File: config.mk
export PLATFORM = sky130hd
export DESIGN_NAME = rtc_time_text_sequencer
export DESIGN_NICKNAME = d
export VERILOG_FILES = /design/src/rtl/rtc_font_pkg.sv /design/src/rtl/rtc_glyph_map.sv /design/src/rtl/rtc_time_text_sequencer.sv
export SDC_FILE = /design/constraint.sdc
export NUM_CORES = 1
export LEC_CHECK = 0
export CAP_MARGIN = 20
export CORE_ASPECT_RATIO = 1.4
export CORE_UTILIZATION = 30
export CTS_CLUSTER_SIZE = 8
export DETAILED_ROUTE_END_ITERATION = 7
export GPL_ROUTABILITY_DRIVEN = 0
export SETUP_SLACK_MARGIN = 0.5
export SYNTH_ARGS = -nofsm -noshare
export SYNTH_HDL_FRONTEND = slang
export SYNTH_SLANG_ARGS = --single-unit
export TNS_END_PERCENT = 5
File: constraint.sdc
create_clock -name clk -period 6.3 [get_ports clk]
set_input_delay 1.26 -clock clk [delete_from_list [all_inputs] [get_ports clk]]
set_output_delay 1.26 -clock clk [all_outputs]
set_load 0.02 [all_outputs]
File: src/rtl/rtc_font_pkg.sv
// Shared types and constants for the RTC time-text overlay.
//   glyph_t    : 4-bit glyph code (0..9 digits, 10 colon, 15 blank)
//   rom_addr_t : {bank select, glyph index} for the 8x16 font ROM
//   state_t    : serializer FSM states
package rtc_font_pkg;

  typedef logic [3:0] glyph_t;

  localparam glyph_t GLYPH_COLON = 4'd10;
  localparam glyph_t GLYPH_BLANK = 4'd15;

  // Font ROM bank layout: four glyphs per bank.
  localparam logic [3:0] BANK_BLANK = 4'd0;
  localparam logic [3:0] BANK_D0_3  = 4'd4;
  localparam logic [3:0] BANK_D4_7  = 4'd5;
  localparam logic [3:0] BANK_D8_9  = 4'd6;
  localparam logic [3:0] BANK_COLON = 4'd6;
  localparam logic [1:0] AD_COLON   = 2'd2;
  localparam logic [1:0] AD_BLANK   = 2'd0;

  localparam int WIN_W     = 64;
  localparam int WIN_H     = 16;
  localparam int NUM_SLOTS = 8;

  typedef enum logic {S_IDLE, S_SHIFT} state_t;

  typedef struct packed {
    logic [3:0] sel;
    logic [1:0] ad;
  } rom_addr_t;

  // Digit glyph for a BCD nibble; invalid nibbles and blink phase render blank.
  function automatic glyph_t digit_glyph(input logic [3:0] nib, input logic blank);
    return (blank || nib > 4'd9) ? GLYPH_BLANK : glyph_t'(nib);
  endfunction

endpackage

File: src/rtl/rtc_glyph_map.sv
// Combinational glyph-code to font-ROM address map.
//   glyph : glyph code (digit, colon or blank)
//   addr  : {sel, ad} ROM bank and index within the bank
module rtc_glyph_map
  import rtc_font_pkg::*;
(
  input  glyph_t    glyph,
  output rom_addr_t addr
);

  always_comb begin
    addr.sel = BANK_BLANK;
    addr.ad  = AD_BLANK;
    case (glyph)
      4'd0, 4'd1, 4'd2, 4'd3: begin addr.sel = BANK_D0_3; addr.ad = glyph[1:0]; end
      4'd4, 4'd5, 4'd6, 4'd7: begin addr.sel = BANK_D4_7; addr.ad = glyph[1:0]; end
      4'd8, 4'd9:             begin addr.sel = BANK_D8_9; addr.ad = glyph[1:0]; end
      GLYPH_COLON:            begin addr.sel = BANK_COLON; addr.ad = AD_COLON; end
      default: ;
    endcase
  end

endmodule

File: src/rtl/rtc_time_text_sequencer.sv
// Draws "HH:MM:SS" from an 8x16 font ROM inside a 64x16 window of the frame.
//   clk, reset                 : clock, async active-high reset
//   pixel_tick, video_on       : pixel enable, visible-area flag
//   pixel_x, pixel_y           : current raster position
//   hr/min/sec_bcd, edit_field : time to show (snapshotted at 0,0), field to blink
//   sel_caracter, AD, lsby     : font ROM address for the next glyph to load
//   rom_data                   : combinational ROM row, MSB leftmost
//   pixel_on                   : text pixel for the current position
module rtc_time_text_sequencer
  import rtc_font_pkg::*;
#(
  parameter int X0        = 200,
  parameter int Y0        = 232,
  parameter int BLINK_BIT = 4
) (
  input  logic       clk,
  input  logic       reset,
  input  logic       pixel_tick,
  input  logic       video_on,
  input  logic [9:0] pixel_x,
  input  logic [9:0] pixel_y,
  input  logic [7:0] hr_bcd,
  input  logic [7:0] min_bcd,
  input  logic [7:0] sec_bcd,
  input  logic [1:0] edit_field,
  output logic [3:0] sel_caracter,
  output logic [1:0] AD,
  output logic [3:0] lsby,
  input  logic [7:0] rom_data,
  output logic       pixel_on
);

  localparam logic [9:0]  X_START = 10'(X0 - 1);
  localparam logic [9:0]  Y_TOP   = 10'(Y0);
  localparam logic [10:0] Y_LO    = 11'(Y0);
  localparam logic [10:0] Y_HI    = 11'(Y0 + WIN_H);

  state_t     state_q, state_d;
  logic [7:0] sh_q, sh_d;
  logic [2:0] i_q, i_d;
  logic [2:0] k_q, k_d;

  logic [7:0] hr_q, min_q, sec_q;
  logic [1:0] edit_q;
  logic [5:0] fcnt_q, fcnt_inc;

  logic       snap, in_rows, line_start;
  logic [7:0] hr_e, min_e, sec_e;
  logic [1:0] edit_e;
  logic       blink_e;

  logic [2:0] ld_slot;
  logic [3:0] nib;
  logic [1:0] slot_field;
  logic       is_colon;
  glyph_t     glyph;
  rom_addr_t  addr;

  assign snap     = pixel_tick && !reset && (pixel_x == 10'd0) && (pixel_y == 10'd0);
  assign fcnt_inc = fcnt_q + 6'd1;
  assign in_rows  = ({1'b0, pixel_y} >= Y_LO) && ({1'b0, pixel_y} < Y_HI);

  // A snapshot on the same tick as a line start must already be visible to
  // the slot-0 fetch, so the fetch sees the incoming values on that tick.
  assign hr_e    = snap ? hr_bcd     : hr_q;
  assign min_e   = snap ? min_bcd    : min_q;
  assign sec_e   = snap ? sec_bcd    : sec_q;
  assign edit_e  = snap ? edit_field : edit_q;
  assign blink_e = snap ? fcnt_inc[BLINK_BIT] : fcnt_q[BLINK_BIT];

  assign line_start = pixel_tick && (state_q == S_IDLE) && (pixel_x == X_START) && in_rows;

  // Address always points at the slot loaded on the next qualifying tick.
  assign ld_slot = (state_q == S_IDLE) ? 3'd0 : k_q + 3'd1;

  always_comb begin
    nib        = 4'd0;
    slot_field = 2'd0;
    is_colon   = 1'b0;
    case (ld_slot)
      3'd0:    begin nib = hr_e[7:4];  slot_field = 2'd1; end
      3'd1:    begin nib = hr_e[3:0];  slot_field = 2'd1; end
      3'd3:    begin nib = min_e[7:4]; slot_field = 2'd2; end
      3'd4:    begin nib = min_e[3:0]; slot_field = 2'd2; end
      3'd6:    begin nib = sec_e[7:4]; slot_field = 2'd3; end
      3'd7:    begin nib = sec_e[3:0]; slot_field = 2'd3; end
      default: is_colon = 1'b1;
    endcase
  end

  // edit_e == 0 never matches a digit slot, so "no edit" needs no special case.
  assign glyph = is_colon ? GLYPH_COLON
                          : digit_glyph(nib, blink_e && (edit_e == slot_field));

  rtc_glyph_map u_map (
    .glyph (glyph),
    .addr  (addr)
  );

  assign sel_caracter = addr.sel;
  assign AD           = addr.ad;
  assign lsby         = (reset || !in_rows) ? 4'd0 : 4'(pixel_y - Y_TOP);

  assign pixel_on = video_on && (state_q == S_SHIFT) && sh_q[7];

  always_comb begin
    state_d = state_q;
    sh_d    = sh_q;
    i_d     = i_q;
    k_d     = k_q;
    case (state_q)
      S_IDLE: begin
        if (line_start) begin
          state_d = S_SHIFT;
          sh_d    = rom_data;
          i_d     = 3'd0;
          k_d     = 3'd0;
        end
      end
      S_SHIFT: begin
        if (pixel_tick) begin
          if (i_q != 3'd7) begin
            sh_d = {sh_q[6:0], 1'b0};
            i_d  = i_q + 3'd1;
          end else if (k_q != 3'(NUM_SLOTS - 1)) begin
            sh_d = rom_data;
            i_d  = 3'd0;
            k_d  = k_q + 3'd1;
          end else begin
            state_d = S_IDLE;
            sh_d    = 8'd0;
            i_d     = 3'd0;
            k_d     = 3'd0;
          end
        end
      end
      default: state_d = S_IDLE;
    endcase
  end

  always_ff @(posedge clk or posedge reset) begin
    if (reset) begin
      state_q <= S_IDLE;
      sh_q    <= 8'd0;
      i_q     <= 3'd0;
      k_q     <= 3'd0;
    end else begin
      state_q <= state_d;
      sh_q    <= sh_d;
      i_q     <= i_d;
      k_q     <= k_d;
    end
  end

  always_ff @(posedge clk or posedge reset) begin
    if (reset) begin
      hr_q   <= 8'd0;
      min_q  <= 8'd0;
      sec_q  <= 8'd0;
      edit_q <= 2'd0;
      fcnt_q <= 6'd0;
    end else if (snap) begin
      hr_q   <= hr_bcd;
      min_q  <= min_bcd;
      sec_q  <= sec_bcd;
      edit_q <= edit_field;
      fcnt_q <= fcnt_inc;
    end
  end

endmodule

# After elaboration in Yosys (flattened, before gate mapping)

Index checks and enable logic that the tools add are counted.

Reduce and logical (&&, ||, !) cells: 27
$lt $le $gt $ge: 3
Muxes and demuxes: 30
Add/sub/neg operators: 4
Bitwise operators: 1
Eq/ne operators: 22

Operators with widths:

| cell                  | count |
|---|---|
| $mux W8               | 7 |
| $pmux W4 S6           | 1 |
| $mux W3               | 7 |
| $logic_not A10 Y1     | 2 |
| $pmux W5 S4           | 1 |
| $eq A4 B3 Y1 const B  | 4 |
| $pmux W8 S2           | 1 |
| $eq A4 B4 Y1 const B  | 3 |
| $mux W4               | 3 |
| $pmux W3 S2           | 2 |
| $eq A10 B8 Y1 const B | 1 |
| $ge A10 B8 Y1 const B | 1 |
| $logic_and A1 B1 Y1   | 10 |
| $lt A10 B8 Y1 const B | 1 |
| $eq A3 B3 Y1 const B  | 3 |
| $eq A4 B2 Y1 const B  | 2 |
| $reduce_or A2 Y1      | 4 |
| $reduce_or A4 Y1      | 2 |
| $add A3 B1 Y3 const B | 2 |
| $add A6 B1 Y6 const B | 1 |
| $ne A2 B2 Y1 const B  | 3 |
| $ne A3 B3 Y1 const B  | 2 |
| $pmux W2 S3           | 1 |
| $reduce_or A6 Y1      | 1 |
| other kinds (16)      | 22 |

Output and inout port bits: 11
Flip-flop bits (word level): 47
Input bits: 58

# Depth between registers and ports, before layout

Gate-level depths: netlist (run 1).

Word-level depth: 13
Mapped depth: 10
Mapped depth without buffers: 9

# Hierarchy

Synthesis (run 1) repeated with hierarchy kept, for this count alone.

Cells, all modules: 289
Area total of the unflattened synthesis: 2733.9 um2

By module, submodules not included:

| module                  | area an instance (um2) | cells each | times used |
|---|---|---|---|
| rtc_time_text_sequencer | 2672.6                 | 278        | 1 |
| rtc_glyph_map           | 61.3                   | 11         | 1 |

# Worst setup path after synthesis (run 1)

OpenSTA, ideal clock, no wires.

Kind: input to output
Start: input pixel_y[3]
End: output sel_caracter[1]
Cell stages on the path: 7
Path buffers: 0
Data required time: 5.040 ns
Data arrival time: 3.369 ns
Setup slack: 1.671 ns
Cell sequence: nor4_2 -> and4_4 -> nand2_4 -> mux2_4 -> o21ai_1 -> a31oi_4 -> o41ai_1

Longest elaborated chain between the ends: 11
Elaborated cells on any way between the ends: 29
Those cells by class: order compare: 1; eq/ne: 11; mux: 9; reduce/logical: 8

RTL lines:

| element                                              | RTL line                      | source |
|---|---|---|
| start, declared                                      | rtc_time_text_sequencer.sv:21 | `input logic [9:0] pixel_y,` |
| $logic_not A10 Y1 *                                  | rtc_time_text_sequencer.sv:59 | `assign snap = pixel_tick && !reset && (pixel_x == 10'd0) && (pixel_y == 10'd0);` |
| $logic_and A1 B1 Y1 *                                | rtc_time_text_sequencer.sv:59 |  |
| $mux W2 *                                            | n/a                           |  |
| net edit_e[0]                                        | rtc_time_text_sequencer.sv:49 | `logic [1:0] edit_e;` |
| $eq A2 B2 Y1 *                                       | rtc_time_text_sequencer.sv:93 | `: digit_glyph(nib, blink_e && (edit_e == slot_field));` |
| $logic_and A1 B1 Y1 *                                | rtc_time_text_sequencer.sv:93 |  |
| $logic_or A1 B1 Y1 *                                 | rtc_font_pkg.sv:34            | `return (blank \|\| nib > 4'd9) ? GLYPH_BLANK : glyph_t'(nib);` |
| $mux W4 *                                            | rtc_font_pkg.sv:34            |  |
| $mux W4 *                                            | rtc_time_text_sequencer.sv:92 | `assign glyph = is_colon ? GLYPH_COLON` |
| $eq A4 B3 Y1 (tied with other cells)                 | rtc_glyph_map.sv:14           | `case (glyph)` |
| $reduce_or A4 Y1 or $reduce_or A2 Y1 (tied branches) | rtc_glyph_map.sv:14           |  |
| $pmux W5 S4 *                                        | rtc_glyph_map.sv:14           |  |
| end, declared                                        | rtc_time_text_sequencer.sv:26 | `output logic [3:0] sel_caracter,` |

Mark *: on every way through the listed nets, which the timed path passes. The rest lies on a longest branch.

# Worst setup path after layout (run 1)

Start: input pixel_y[3]
End: output AD[0]

Longest elaborated chain between the ends: 11
Elaborated cells on any way between the ends: 29
Those cells by class: order compare: 1; eq/ne: 11; mux: 9; reduce/logical: 8

RTL lines:

| element                                              | RTL line                      | source |
|---|---|---|
| $logic_not A10 Y1 *                                  | rtc_time_text_sequencer.sv:59 |  |
| $logic_and A1 B1 Y1 *                                | rtc_time_text_sequencer.sv:59 |  |
| $mux W8 *                                            | n/a                           |  |
| net min_e[3]                                         | rtc_time_text_sequencer.sv:48 | `logic [7:0] hr_e, min_e, sec_e;` |
| $pmux W4 S6 *                                        | rtc_time_text_sequencer.sv:80 | `case (ld_slot)` |
| $gt A4 B4 Y1                                         | rtc_font_pkg.sv:34            |  |
| $logic_or A1 B1 Y1                                   | rtc_font_pkg.sv:34            |  |
| $mux W4 *                                            | rtc_font_pkg.sv:34            |  |
| $mux W4 *                                            | rtc_time_text_sequencer.sv:92 |  |
| $eq A4 B3 Y1 (tied with other cells)                 | rtc_glyph_map.sv:14           |  |
| $reduce_or A4 Y1 or $reduce_or A2 Y1 (tied branches) | rtc_glyph_map.sv:14           |  |
| $pmux W5 S4 *                                        | rtc_glyph_map.sv:14           |  |
| end, declared                                        | rtc_time_text_sequencer.sv:27 | `output logic [1:0] AD,` |

Marked as above.

==> run summary, run 1 <==
### Cells and area
- **non-filler cells in the finished layout** 458
- **n_diodes** 0
- **fraction of final layout cells sized beyond drive strength 1** 0.0878
- **net total in the final layout** 415
- **area growth from synthesis to final layout** 34.1%

### Setup path
- **cell breakdown of the critical path** clkdlybuf4s50_1 -> nor4_2 -> and4_4 -> nand2_4 -> mux2_2 -> a211oi_2 -> nor2_1 -> a211oi_1 -> clkdlybuf4s50_1
- **delay-heaviest family, CP** buffers and inverters
- **largest stage delay on the critical path** 670 ps
- **worst path bufs/invs** 2
- **critical path arrival** 4330 ps
- **launching element type of the critical path** input pin
- **required time reported for the critical path endpoint** 5040 ps
- **maximum fanout along the worst path** 24
- **Worst Setup Path Type** in -> out
- **Crit path top cell by count** sky130_fd_sc_hd__clkdlybuf4s50_1
- **highest-delay cell along the critical path** sky130_fd_sc_hd__clkdlybuf4s50_1
- **nature of the critical path endpoint** output pin

### Logic synthesis
- **library cell with the highest instance count after synthesis** sky130_fd_sc_hd__nand2_1
- **Yosys Warn Count** 0
- **dominant cell type by area after synthesis** sky130_fd_sc_hd__dfrtp_1
- **number of storage elements in the synthesis netlist** 46
- **number of unique standard cell types used by synthesis** 51
- **Syn Nets** 354
- **Syn Area/Cell** 9.18 um^2
- **most frequent cells after synthesis** sky130_fd_sc_hd__nand2_1, sky130_fd_sc_hd__dfrtp_1, sky130_fd_sc_hd__nor2_1
- **synthesized area** 2670 um^2
- **ys async rst share** 1.00
- **sequential share of the synthesized area** 0.431
- **Syn Inst Count** 291
- **number of enable flip-flop cells after synthesis** 0
- **top-area cell type share of the netlist area** 0.431
- **main area contributors after synthesis** sky130_fd_sc_hd__dfrtp_1, sky130_fd_sc_hd__nand2_1, sky130_fd_sc_hd__nor2_1
- **most used flip-flop cell after synthesis** sky130_fd_sc_hd__dfrtp_1

### Floorplanning
- **floorplan core area** 8610 um^2
- **DIE HEIGHT** 114 um
- **initial standard-cell utilization of the core** 0.310
- **die boundary width** 81.7 um
- **Placement Rows** 40
- **area enclosed by the die boundary** 9290 um^2
- **number of top-level pins** 69

### Power
- **switching power** 471 uW
- **internal power consumption** 761 uW
- **Leak Pwr** 1.62 nW
- **PD cells** 344 nW/um^2
- **combinational fraction of design power** 0.453
- **part of the power in registers** 0.311
- **proportion of power drawn by the clock network** 0.236
- **largest voltage drop on the vdd net** 0.208 mV
- **switching share of total power** 0.382

### Timing
- **worst clock skew on the final layout** 3.37 ps
- **final hold vios** 0
- **top achievable clock speed** 179 MHz
- **Tcrit/Tclk final** 0.887
- **summed negative setup slack over all endpoints** 0 ps
- **number of failing setup endpoints in the final timing report** 0
- **max-slew violation total from the final report** 0
- **Max-slew headroom** 0.435
- **RSZ-0062 raised after global routing** no
- **min cycle time layout** 5590 ps
- **worst-margin pin slew** 848 ps

### Detailed routing
- **antenna-violating nets left** 0
- **total detailed-routing wirelength** 6510 um
- **detailed-route via count** 2,337
- **Avg WL per Cell** 14.2 um
- **1st-iter DRT viols** 136
- **DR pass1 iterations** 4
- **vias per std cell** 5.10
- **# DRC** 0

### Clocking
- **post-CTS setup buffers** 0
- **number of clock buffers inserted by TritonCTS** 5
- **Hold Buf Count CTS** 0
- **insertion delay to the later sink of the worst-skew pair** 280 ps
- **clock root buffer** sky130_fd_sc_hd__clkbuf_16
- **number of gates resized after CTS** 0
- **clk sinks** 46
- **CTS tree** built
- **H-Tree Level Count** 2
- **clock slew at the register clock pins of the worst setup and hold paths** 60 ps
- **worst-case clock buffer depth** 2

### Min path
- **kind of path behind the tightest hold check** reg -> reg

### Global route
- **vias in the first global route** 2,337
- **first-pass GRT wire length** 10,700 um
- **initial antenna violation count** 0
- **overall overflow remaining after global route** 0
- **total routing usage reported by global routing** 0.150
- **maximum number of pins on one net before global-route repair** 47

### Placement
- **number of placed instances with taps included** 450
- **detailed placer's ending HPWL** 4950 um
- **Buffers on Ports** 67

### Status
- **status** finished, final reports clean

### Flow run
- **Max Cap Viol** 0

[worst paths after layout]
check                                        start                    end  slack [ps]  cells after the start
worst min-delay path            min_q[5]$_DFF_PP0_     min_q[5]$_DFF_PP0_         460                      2
worst max register to register  k_q[0]$_DFFE_PP0P_     k_q[1]$_DFFE_PP0P_        4170                      3
min in group asynchronous                    reset  fcnt_q[2]$_DFFE_PP0N_        1550                      3
worst max-delay path                    pixel_y[3]                  AD[0]         710                      9
max in group asynchronous                    reset     sec_q[5]$_DFF_PP0_        4350                      3
worst min register to register  min_q[5]$_DFF_PP0_     min_q[5]$_DFF_PP0_         460                      2
[power by group through the flow]
stage | registers (mW) | clock network [mW] | logic [mW]
floorplan | 0.363 | 0 | 0.405
detailed placement | 0.388 | 0 | 0.558
global route | 0.389 | 0.311 | 0.617
finish | 0.383 | 0.291 | 0.558
CTS | 0.383 | 0.301 | 0.562
global placement | 0.388 | 0 | 0.554
[sequential cells by signal, indices dropped and copies added, names as in the netlist]
name,flops
edit_q,2
fcnt_q,5
hr_q,8
state_q,1
sh_q,8
min_q,8
k_q,3
sec_q,8
i_q,3
[metal layers]
layer | track usage | part of all wire
met1 | 0.178 | 0.41
met2 | 0.264 | 0.52
met3 | 0.0208 | 0.039
met4 | 0.0596 | 0.025
met5 | 0 | 0
[through the flow]
| stage | power [mW] | setup slack [ps] | area (um^2) | hold WS (ps) | util |
|---|---|---|---|---|---|
| 2_1_floorplan | 0.768 | 1670 | 2670 | 432 | - |
| 3_5_place_dp | 0.947 | 574 | 3420 | 450 | 0.397 |
| 5_1_grt | 1.32 | 532 | 3580 | 491 | 0.416 |
| 4_1_cts | 1.25 | 572 | 3580 | 464 | 0.416 |
| 3_3_place_gp | 0.942 | 627 | 3420 | 444 | 0.397 |
| 6_report | 1.23 | 711 | 3580 | 462 | 0.416 |
[cell type report]
cell class / count / area [um^2]
well taps: 105 / 131
flip-flops and latches: 46 / 1150
fillers: 880 / 5030
repair buffers: 69 / 688
clock inverters: 1 / 30.0
multi-input cells: 224 / 1430
clock buffers: 7 / 133
inverters: 6 / 22.5
[cells in the final DEF (no fill, tap or decap), drive strengths merged, types with 3 or more instances in the layout]
cell type | Yosys | layout
dfrtp | 46 | 46
clkdlybuf4s50 | 0 | 66
nand2 | 72 | 72
and3 | 5 | 5
and2 | 4 | 4
a211oi | 3 | 3
inv | 6 | 5
nor4 | 4 | 4
nand4 | 4 | 4
o21ai | 17 | 17
nand3 | 12 | 12
nor3 | 3 | 3
clkbuf | 11 | 7
mux2 | 13 | 13
mux2i | 7 | 7
xnor2 | 3 | 3
ha | 5 | 5
a22o | 4 | 4
nor2 | 19 | 19
a22oi | 9 | 9
a21oi | 9 | 9
nor3b | 3 | 3
[worst register-to-register path: stages (launching register included)]
cell and delay (ps):
sky130_fd_sc_hd__dfrtp_1 590, sky130_fd_sc_hd__ha_1 960, sky130_fd_sc_hd__nand2_1 230, sky130_fd_sc_hd__o31ai_1 260
[kinds of logic (layout without fill, tap and decap cells)]
logic type / Yosys count / after routing / share of synthesized area
and+or+nand+nor: 139 / 139 / 0.261
AOI/OAI and AO/OA: 54 / 54 / 0.147
DFF: 46 / 46 / 0.431
buffers and inverters: 21 / 83 / 0.0370
muxes: 20 / 20 / 0.0825
adders and majority gates: 5 / 5 / 0.0234
xor gates and xnor gates: 5 / 5 / 0.0164
other: 1 / 1 / 0.00140
Power figures use the tool's default switching activity.
==> run 2, diff against run 1 <==
==> constraint.sdc (replaced) <==
create_clock -name clk -period 6.4 [get_ports clk]
set_input_delay 1.28 -clock clk [delete_from_list [all_inputs] [get_ports clk]]
set_output_delay 1.28 -clock clk [all_outputs]
set_load 0.02 [all_outputs]
==> run 2 against run 1 <==
  * Sequential power hardly changed
  * Global-route usage is 0.83 points higher
  * Sequential share of layout area is 0.18 points higher
  * Clock power is 12% lower
  * Setup slack better by 92 ps
  * Combinational power is 1% lower
  * Final area is 0.56% lower
  * First-iteration DRC count is 45% lower
  * Critical endpoint is now AD[1]
  * Largest cell class unchanged
  * Highest routed layer unchanged
==> run summary, run 2 (synthesis gave the netlist of run 1 again) <==
### Floorplanning
- **die boundary width** 81.7 um, unchanged
- **initial standard-cell utilization of the core** 0.310, unchanged
- **floorplan core area** 8610 um^2, unchanged
- **Placement Rows** 40, unchanged
- **DIE HEIGHT** 114 um, unchanged
- **number of top-level pins** 69, unchanged
- **area enclosed by the die boundary** 9290 um^2, unchanged

### Setup path
- **critical path arrival** 4320 ps, about the same
- **Worst Setup Path Type** in -> out
- **maximum fanout along the worst path** 24, unchanged
- **launching element type of the critical path** input pin
- **required time reported for the critical path endpoint** 5120 ps, +80 ps
- **nature of the critical path endpoint** output pin

### Global route
- **maximum number of pins on one net before global-route repair** 47, unchanged
- **overall overflow remaining after global route** 0, unchanged
- **first-pass GRT wire length** 11,300 um, +5.5%
- **initial antenna violation count** 0, unchanged
- **total routing usage reported by global routing** 0.158, +0.00831
- **vias in the first global route** 2,424, +3.7%

### Cells and area
- **n_diodes** 0, unchanged
- **net total in the final layout** 415, unchanged
- **area growth from synthesis to final layout** 33.4%
- **most frequent standard cell in the layout excluding fill and tap cells** sky130_fd_sc_hd__nand2_1
- **number of filler cells placed in the layout** 906, +3.0%
- **leading cell types in the layout, fill and taps excluded** sky130_fd_sc_hd__nand2_1, sky130_fd_sc_hd__clkdlybuf4s50_1, sky130_fd_sc_hd__dfrtp_1
- **fraction of final layout cells sized beyond drive strength 1** 0.0907, +0.00283

### Clocking
- **worst-case clock buffer depth** 2, unchanged
- **CTS tree** built
- **clk sinks** 46, unchanged
- **insertion delay to the later sink of the worst-skew pair** 280 ps, about the same
- **number of clock buffers inserted by TritonCTS** 5, unchanged
- **H-Tree Level Count** 2, unchanged
- **clock root buffer** sky130_fd_sc_hd__clkbuf_16
- **clock slew at the register clock pins of the worst setup and hold paths** 60 ps, about the same

### Timing
- **worst clock skew on the final layout** 3.85 ps, +0.485 ps
- **worst-case hold slack** 462 ps, +0.146 ps
- **Max-slew headroom** 0.426, -0.00888
- **worst-margin pin slew** 861 ps, +13.3 ps
- **max-slew violation total from the final report** 0, unchanged
- **minimum setup slack in the final design** 803 ps, +92.2 ps
- **Tcrit/Tclk final** 0.875
- **RSZ-0062 raised after global routing** no
- **min cycle time layout** 5600 ps
- **top achievable clock speed** 179 MHz
- **number of failing setup endpoints in the final timing report** 0, unchanged
- **final hold vios** 0, unchanged
- **summed negative setup slack over all endpoints** 0 ps, unchanged

### Min path
- **kind of path behind the tightest hold check** reg -> reg

### Power
- **Leak Pwr** 1.61 nW, -0.45%
- **internal power consumption** 710 uW, -6.7%
- **largest voltage drop on the vdd net** 0.187 mV, -10%
- **Design Power** 1.18 mW, -3.9%
- **PD cells** 333 nW/um^2, -3.3%
- **switching share of total power** 0.401, +0.0182
- **combinational fraction of design power** 0.464, +0.011
- **part of the power in registers** 0.321, +0.010
- **proportion of power drawn by the clock network** 0.215, -0.021
- **switching power** 475 uW, +0.70%

### Detailed routing
- **Avg WL per Cell** 14.6 um, +2.9%
- **vias per std cell** 5.05, -1.1%
- **1st-iter DRT viols** 75, -45%
- **highest signal layer in the routed design** met4
- **met3 WL post-DR** 300 um, +17%
- **total detailed-routing wirelength** 6690 um, +2.9%
- **met2 wirelength from detailed routing** 3560 um, +4.3%
- **# DRC** 0, unchanged
- **detailed-route via count** 2,312, -1.1%
- **length of routed wiring on met1** 2690 um, +0.30%
- **antenna-violating nets left** 0, unchanged
- **DR pass1 iterations** 4, unchanged

### Placement
- **setup slack after placement** 652 ps, +78.0 ps
- **detailed placer's ending HPWL** 4990 um, +0.82%
- **Buffers on Ports** 67, unchanged

### Status
- **status** finished, final reports clean

### Flow run
- **Max Cap Viol** 0, unchanged

## run 2: cell types whose count changed in the layout (fill, tap and decap cells not counted)
cell,before,now
sky130_fd_sc_hd__clkinv_4,0,1
sky130_fd_sc_hd__clkinv_2,0,1
sky130_fd_sc_hd__bufinv_16,1,0
sky130_fd_sc_hd__clkbuf_1,2,1
## run 2: final timing paths
check,start,endpoint,slack (ps),cells past startpoint
setup / recovery,pixel_y[3],AD[1],800,9
hold / removal,min_q[5]$_DFF_PP0_,min_q[5]$_DFF_PP0_,460,2
setup reg to reg,k_q[0]$_DFFE_PP0P_,k_q[1]$_DFFE_PP0P_,4250,3
hold reg to reg,min_q[5]$_DFF_PP0_,min_q[5]$_DFF_PP0_,460,2
max in group asynchronous,reset,min_q[1]$_DFF_PP0_,4440,3
min in group asynchronous,reset,edit_q[0]$_DFF_PP0_,1560,3
## run 2: cell type report
cell class                 count  area, um^2  area share
multi-input combinational    224        1430       0.400
clock buffer                   6         129      0.0362
timing repair buffer          69         688       0.193
tap                          105         131      0.0369
clock inverter                 2        13.8     0.00387
inverter                       6        22.5     0.00632
sequential                    46        1150       0.323
## run 2: repair_timing
| action | 4_1_cts | 5_1_grt |
|---|---|---|
| endpoints found under the setup margin | 0 | 1 |
| hold buffers | 0 | 0 |
| gates resized for setup | 0 | 1 |
| buffers inserted | 0 | 0 |
## run 2: routing by layer
metal,track usage,vias to the layer above
met5,0,-
met4,0.0596,0
met3,0.0256,14
met2,0.280,58
met1,0.186,1092
li1,-,1148
## run 2: power by group through the flow
stage / Sequential, mW / Combinational, mW / Clock (mW)
final: 0.380 / 0.550 / 0.255
after global routing: 0.387 / 0.609 / 0.272
after CTS: 0.381 / 0.554 / 0.264
after detailed placement: 0.386 / 0.553 / 0
after global placement: 0.384 / 0.549 / 0
after floorplan: 0.358 / 0.398 / 0
## run 2: worst max-delay path: stages
cell and delay (ps):
sky130_fd_sc_hd__clkdlybuf4s50_1 470, sky130_fd_sc_hd__nor4_2 380, sky130_fd_sc_hd__and4_4 310, sky130_fd_sc_hd__nand2_4 190, sky130_fd_sc_hd__mux2_4 380, sky130_fd_sc_hd__a2111o_1 390, sky130_fd_sc_hd__a31oi_4 230, sky130_fd_sc_hd__o21ai_1 110
sky130_fd_sc_hd__clkdlybuf4s50_1 570
## run 2: through the flow
stage | util | area [um^2] | cells
floorplan | - | 2670 | 291
global placement | 0.397 | 3420 | 450
detailed placement | 0.397 | 3420 | 450
CTS | 0.413 | 3560 | 458
global route | 0.414 | 3560 | 458
finish | 0.414 | 3560 | 458
